`src/rtl/lsu_io_bank_arbiter.sv`:
```
// Round-robin share of the 32 B read-only input bank between the LSU (port 0) and the debug port (port 1).
// Latency: accept at cycle N, bank enabled at N+1, single-cycle response pulse at N+2.
// Backpressure: ready only in IDLE and only to the winner, so at most one accept every 3 cycles.
module lsu_io_bank_arbiter #(
    parameter int ADDR_W = 5,
    parameter int DATA_W = 32
) (
    input  logic              i_clk,
    input  logic              i_rst,

    input  logic              i_req0_valid,
    output logic              o_req0_ready,
    input  logic [ADDR_W-1:0] i_req0_addr,
    input  logic [2:0]        i_req0_funct,
    output logic              o_rsp0_valid,
    output logic [DATA_W-1:0] o_rsp0_data,
    output logic              o_rsp0_err,

    input  logic              i_req1_valid,
    output logic              o_req1_ready,
    input  logic [ADDR_W-1:0] i_req1_addr,
    input  logic [2:0]        i_req1_funct,
    output logic              o_rsp1_valid,
    output logic [DATA_W-1:0] o_rsp1_data,
    output logic              o_rsp1_err,

    output logic [ADDR_W-1:0] o_bank_addr,
    output logic              o_bank_en,
    output logic [2:0]        o_bank_funct,
    input  logic [DATA_W-1:0] i_bank_rdata
);

    typedef enum logic [1:0] {
        ST_IDLE   = 2'd0,
        ST_ACCESS = 2'd1,
        ST_RESP   = 2'd2
    } state_t;

    localparam logic [2:0] F_LB  = 3'b000;
    localparam logic [2:0] F_LH  = 3'b001;
    localparam logic [2:0] F_LW  = 3'b010;
    localparam logic [2:0] F_LBU = 3'b100;
    localparam logic [2:0] F_LHU = 3'b101;

    // A load is legal when its funct is a known load and the address is naturally aligned.
    function automatic logic load_legal(input logic [ADDR_W-1:0] addr, input logic [2:0] funct);
        logic ok;
        ok = 1'b0;
        case (funct)
            F_LB, F_LBU: ok = 1'b1;
            F_LH, F_LHU: ok = ~addr[0];
            F_LW:        ok = (addr[1:0] == 2'b00);
            default:     ok = 1'b0;
        endcase
        return ok;
    endfunction

    state_t              state_q, state_d;
    logic                rr_q, rr_d;            // port preferred on contention
    logic                cmd_port_q, cmd_port_d;
    logic                cmd_legal_q, cmd_legal_d;
    logic                bank_en_q, bank_en_d;
    logic [ADDR_W-1:0]   bank_addr_q, bank_addr_d;
    logic [2:0]          bank_funct_q, bank_funct_d;
    logic                rsp0_valid_q, rsp0_valid_d;
    logic                rsp1_valid_q, rsp1_valid_d;
    logic [DATA_W-1:0]   rsp0_data_q, rsp0_data_d;
    logic [DATA_W-1:0]   rsp1_data_q, rsp1_data_d;
    logic                rsp0_err_q, rsp0_err_d;
    logic                rsp1_err_q, rsp1_err_d;

    logic                grant0, grant1;
    logic                accept;
    logic                sel_port;
    logic [ADDR_W-1:0]   sel_addr;
    logic [2:0]          sel_funct;
    logic                sel_legal;
    logic [DATA_W-1:0]   capture_data;

    // Arbitration: a lone requester wins; on contention the round-robin pointer decides.
    // Ready is forced low under reset so nothing looks accepted while the block is held.
    always_comb begin
        grant0       = i_req0_valid & (~i_req1_valid | ~rr_q);
        grant1       = i_req1_valid & (~i_req0_valid |  rr_q);
        o_req0_ready = (state_q == ST_IDLE) & ~i_rst & grant0;
        o_req1_ready = (state_q == ST_IDLE) & ~i_rst & grant1;
        accept       = o_req0_ready | o_req1_ready;
    end

    // Request mux: pick the winner's command and classify it before it is latched.
    always_comb begin
        sel_port  = grant1;
        sel_addr  = grant1 ? i_req1_addr  : i_req0_addr;
        sel_funct = grant1 ? i_req1_funct : i_req0_funct;
        sel_legal = load_legal(sel_addr, sel_funct);
    end

    // Illegal loads never enable the bank, so their captured data is forced to zero.
    always_comb begin
        capture_data = bank_en_q ? i_bank_rdata : '0;
    end

    // Next-state logic: the command register doubles as the bank drive, so bank outputs
    // are registered and only non-zero during ACCESS for a legal command.
    always_comb begin
        state_d      = state_q;
        rr_d         = rr_q;
        cmd_port_d   = cmd_port_q;
        cmd_legal_d  = cmd_legal_q;
        bank_en_d    = 1'b0;
        bank_addr_d  = '0;
        bank_funct_d = '0;
        rsp0_valid_d = 1'b0;
        rsp1_valid_d = 1'b0;
        rsp0_data_d  = rsp0_data_q;
        rsp1_data_d  = rsp1_data_q;
        rsp0_err_d   = rsp0_err_q;
        rsp1_err_d   = rsp1_err_q;

        case (state_q)
            ST_IDLE: begin
                if (accept) begin
                    cmd_port_d   = sel_port;
                    cmd_legal_d  = sel_legal;
                    bank_en_d    = sel_legal;
                    bank_addr_d  = sel_legal ? sel_addr  : '0;
                    bank_funct_d = sel_legal ? sel_funct : 3'b000;
                    // Hand preference to the other port, illegal accepts included.
                    rr_d         = ~sel_port;
                    state_d      = ST_ACCESS;
                end
            end
            ST_ACCESS: begin
                if (cmd_port_q) begin
                    rsp1_valid_d = 1'b1;
                    rsp1_data_d  = capture_data;
                    rsp1_err_d   = ~cmd_legal_q;
                end else begin
                    rsp0_valid_d = 1'b1;
                    rsp0_data_d  = capture_data;
                    rsp0_err_d   = ~cmd_legal_q;
                end
                state_d = ST_RESP;
            end
            ST_RESP: begin
                state_d = ST_IDLE;
            end
            default: begin
                state_d = ST_IDLE;
            end
        endcase
    end

    // State registers; reset drops any in-flight command without a response.
    always_ff @(posedge i_clk or posedge i_rst) begin
        if (i_rst) begin
            state_q      <= ST_IDLE;
            rr_q         <= 1'b0;
            cmd_port_q   <= 1'b0;
            cmd_legal_q  <= 1'b0;
            bank_en_q    <= 1'b0;
            bank_addr_q  <= '0;
            bank_funct_q <= '0;
            rsp0_valid_q <= 1'b0;
            rsp1_valid_q <= 1'b0;
            rsp0_data_q  <= '0;
            rsp1_data_q  <= '0;
            rsp0_err_q   <= 1'b0;
            rsp1_err_q   <= 1'b0;
        end else begin
            state_q      <= state_d;
            rr_q         <= rr_d;
            cmd_port_q   <= cmd_port_d;
            cmd_legal_q  <= cmd_legal_d;
            bank_en_q    <= bank_en_d;
            bank_addr_q  <= bank_addr_d;
            bank_funct_q <= bank_funct_d;
            rsp0_valid_q <= rsp0_valid_d;
            rsp1_valid_q <= rsp1_valid_d;
            rsp0_data_q  <= rsp0_data_d;
            rsp1_data_q  <= rsp1_data_d;
            rsp0_err_q   <= rsp0_err_d;
            rsp1_err_q   <= rsp1_err_d;
        end
    end

    assign o_bank_en    = bank_en_q;
    assign o_bank_addr  = bank_addr_q;
    assign o_bank_funct = bank_funct_q;
    assign o_rsp0_valid = rsp0_valid_q;
    assign o_rsp0_data  = rsp0_data_q;
    assign o_rsp0_err   = rsp0_err_q;
    assign o_rsp1_valid = rsp1_valid_q;
    assign o_rsp1_data  = rsp1_data_q;
    assign o_rsp1_err   = rsp1_err_q;

endmodule

```
`config.mk`:
```
export PLATFORM = sky130hd
export DESIGN_NAME = lsu_io_bank_arbiter
export DESIGN_NICKNAME = d
export VERILOG_FILES = /design/src/rtl/lsu_io_bank_arbiter.sv
export SDC_FILE = /design/constraint.sdc
export NUM_CORES = 1
export LEC_CHECK = 0
export CAP_MARGIN = 40
export CORE_MARGIN = 2
export CORE_UTILIZATION = 43
export DETAILED_ROUTE_END_ITERATION = 10
export PLACE_DENSITY = 0.8
export SLEW_MARGIN = 15
export SYNTH_ARGS = -nofsm -noshare
export SYNTH_HDL_FRONTEND = slang
export SYNTH_SLANG_ARGS = --single-unit
```
`constraint.sdc`:
```
create_clock -name i_clk -period 3.5 [get_ports i_clk]
set_input_delay 0.525 -clock i_clk [delete_from_list [all_inputs] [get_ports i_clk]]
set_output_delay 0.525 -clock i_clk [all_outputs]
set_load 0.005 [all_outputs]
```
==> metrics.txt <==
Final Wtd Congestion=between 0.7 and 0.8; clk sink count=a little over 80; setup TNS=0 ns; startpoint types=input pin; clk root buf=clkbuf_8; Initial DRT Pass Iterations=4; drt total wl=slightly below 8000 um; unrepaired setup endpoints after global routing=no; initial antenna violation count=0; Die ar.=8088 sq um; Top FF cell, synth=dfrtp_1; Finished Layout Cells=about 550; Final #Nets=approximately 500; Iteration-0 DRC Markers=just under 90; sequential area share after synthesis=0.6462; fraction of registers with async set/reset=1.000; Storage cell area=2052 sq um; CP required=slightly below 3 ns; DP Area=4589 sq um; number of max-cap violations=0; peak supply drop=approximately 270 uV; first-pass GRT wire length=~13000 um; EDFF count, synth=0; largest net degree at the start of global routing=a little over 80; CTS Buf Count=9; Post-Syn Area=approximately 3200 sq um; Final HPWL DP=5715 um; Yosys warning count=0; Clock Path Buffers=2; post-synthesis cell count=319; # DRC=0; Core Area=7214 sq um; Final Max Slew Viols=0; num rows=31; critical path fanouts, max=10; Vias=around 2700; Reg clk slew, reported paths=around 0.080 ns; Routed Antenna Nets=0; Ant. Diodes=0; minimum clock period=around 2.7 ns; Port Buffer Count=between 100 and 150; initial cell density of the core=0.4402; die width=89.94 um; fillcell total=590; post-CTS sizing=0; CTS tree=built; Setup CP Type=input pin to output port; area growth from synthesis to layout=50.59%; Hold Violations, Final=0; status=completed; Hold Path Class=register to register; distinct cell type count after synthesis=26; dpl cells=about 530; GRT overflow=0; layout cells sized above 1=0.06682; CP Data Arrival Time=~2.2 ns; H-tree Lvls=3; postcts setup bufs=0; post-cts hold buffer count=0; final setup vio count=0; post-synthesis register bit count=between 80 and 90; Worst-Margin Slew=slightly below 0.9 ns; gr usage total=0.2004; Clock Skews=0.01077 ns; Mapped Nets=~370; area of the multi-input gates=between 1000 and 1500 sq um; DR WL/cell=around 14 um; Pleak=1.987 nW; crit end category=output port; final instance area=approximately 4800 sq um; chip height=89.94 um; Worst slew margin=0.4179; fin crit share=0.7830; Fmax=roughly 360 MHz; Via density=about 4.9; power density over cell area=about 550 nW/um^2; I/O pin count=about 130; Worst-Skew Late Latency=about 0.34 ns; syn_area_per_cell=roughly 10 sq um; number of global-route vias before repair=between 2000 and 3000
-- worst max-delay path: stages --
cell and delay, ns:
clkdlybuf4s50_1 0.61, o21a_1 0.38, and2_1 0.19, clkdlybuf4s50_1 0.50
-- layout make-up --
cell class                      count  share of cell area
Timing Repair Buffer              135              0.2878
Inverter                            5            0.004186
Clock inverter                      2            0.007849
Sequential cell                    82              0.4291
Multi-Input combinational cell    213              0.2127
Clock buffer                       12             0.03244
Tap cell                           99             0.02590
-- cells in the final DEF, fill, tap and decap left out, types with 2 or more instances in the layout --
cell type        instances
clkdlybuf4s50_1        130
nand2_1                100
dfrtp_1                 82
o21ai_1                 67
nand3_1                 14
a21oi_1                 11
clkbuf_8                11
inv_1                    3
nor3_1                   3
buf_12                   3
o31a_1                   2
nand4b_1                 2
nor2_2                   2
buf_4                    2
-- registers in the layout, indices dropped and copies added, names as in the netlist --
| register | flops |
|---|---|
| cmd_legal_q | 1 |
| cmd_port_q | 1 |
| o_bank_addr | 5 |
| o_bank_en | 1 |
| o_bank_funct | 3 |
| o_rsp0_data | 32 |
| o_rsp0_err | 1 |
| o_rsp0_valid | 1 |
| o_rsp1_data | 32 |
| o_rsp1_err | 1 |
| o_rsp1_valid | 1 |
| rr_q | 1 |
| state_q | 2 |
-- routing by layer --
layer,vias up,wire length (um),share of wire,GRT usage
met5,-,0,0,0
met1,1270,3287,0.42,0.2477
met3,13,553,0.070,0.05616
li1,1313,-,-,-
met4,0,147,0.019,0.08077
met2,98,3921,0.50,0.3346
-- worst paths after layout --
kind / start / endpoint / slack (ns) / depth (start not counted)
setup / recovery: i_req1_valid / o_req1_ready / 0.76 / 4
max in group asynchronous: i_rst / o_rsp1_data[24] / 2.50 / 3
setup reg to reg: state_q[1] / o_rsp1_data[11] / 1.93 / 5
hold / removal: cmd_legal_q / o_rsp0_err / 0.48 / 1
min in group asynchronous: i_rst / o_rsp0_err / 0.64 / 3
hold reg to reg: cmd_legal_q / o_rsp0_err / 0.48 / 1
-- synth_stat cells (2+ instances only) --
| cell type | n | area, sq um |
|---|---|---|
| nand2_1 | 101 | 379.1 |
| dfrtp_1 | 82 | 2052 |
| o21ai_1 | 67 | 335.3 |
| nand3_1 | 14 | 70.07 |
| a21oi_1 | 11 | 55.05 |
| clkbuf_1 | 9 | 33.78 |
| buf_2 | 8 | 40.04 |
| inv_1 | 4 | 15.01 |
| nor3_1 | 3 | 15.01 |
| nand4b_1 | 2 | 17.52 |
| nor2_2 | 2 | 12.51 |
| o31a_1 | 2 | 17.52 |
-- kinds of logic after synthesis --
kind of cell    count (synthesis)  share of synthesized area
flops                          82                     0.6462
simple gates                  127                     0.1667
buf+inv                        24                    0.03506
compound gates                 86                     0.1521
-- power by group --
part / internal [mW] / switching, mW
logic: 0.420 / 0.299
clock network: 0.362 / 0.311
registers: 1.12 / 0.0968
total: 1.90 / 0.707
-- stage by stage --
stage	setup slack [ns]	power, mW	util	hold WS, ns
final	0.7596	2.609	0.6629	0.4801
after global routing	0.6798	2.751	0.6629	0.5051
after CTS	0.7729	2.636	0.6629	0.4841
after detailed placement	0.7840	1.965	0.6361	0.4707
after global placement	0.8336	1.927	0.6306	0.4660
after floorplan	0.8666	1.484	-	0.4486
No activity file was read; power rests on OpenSTA's default activity.
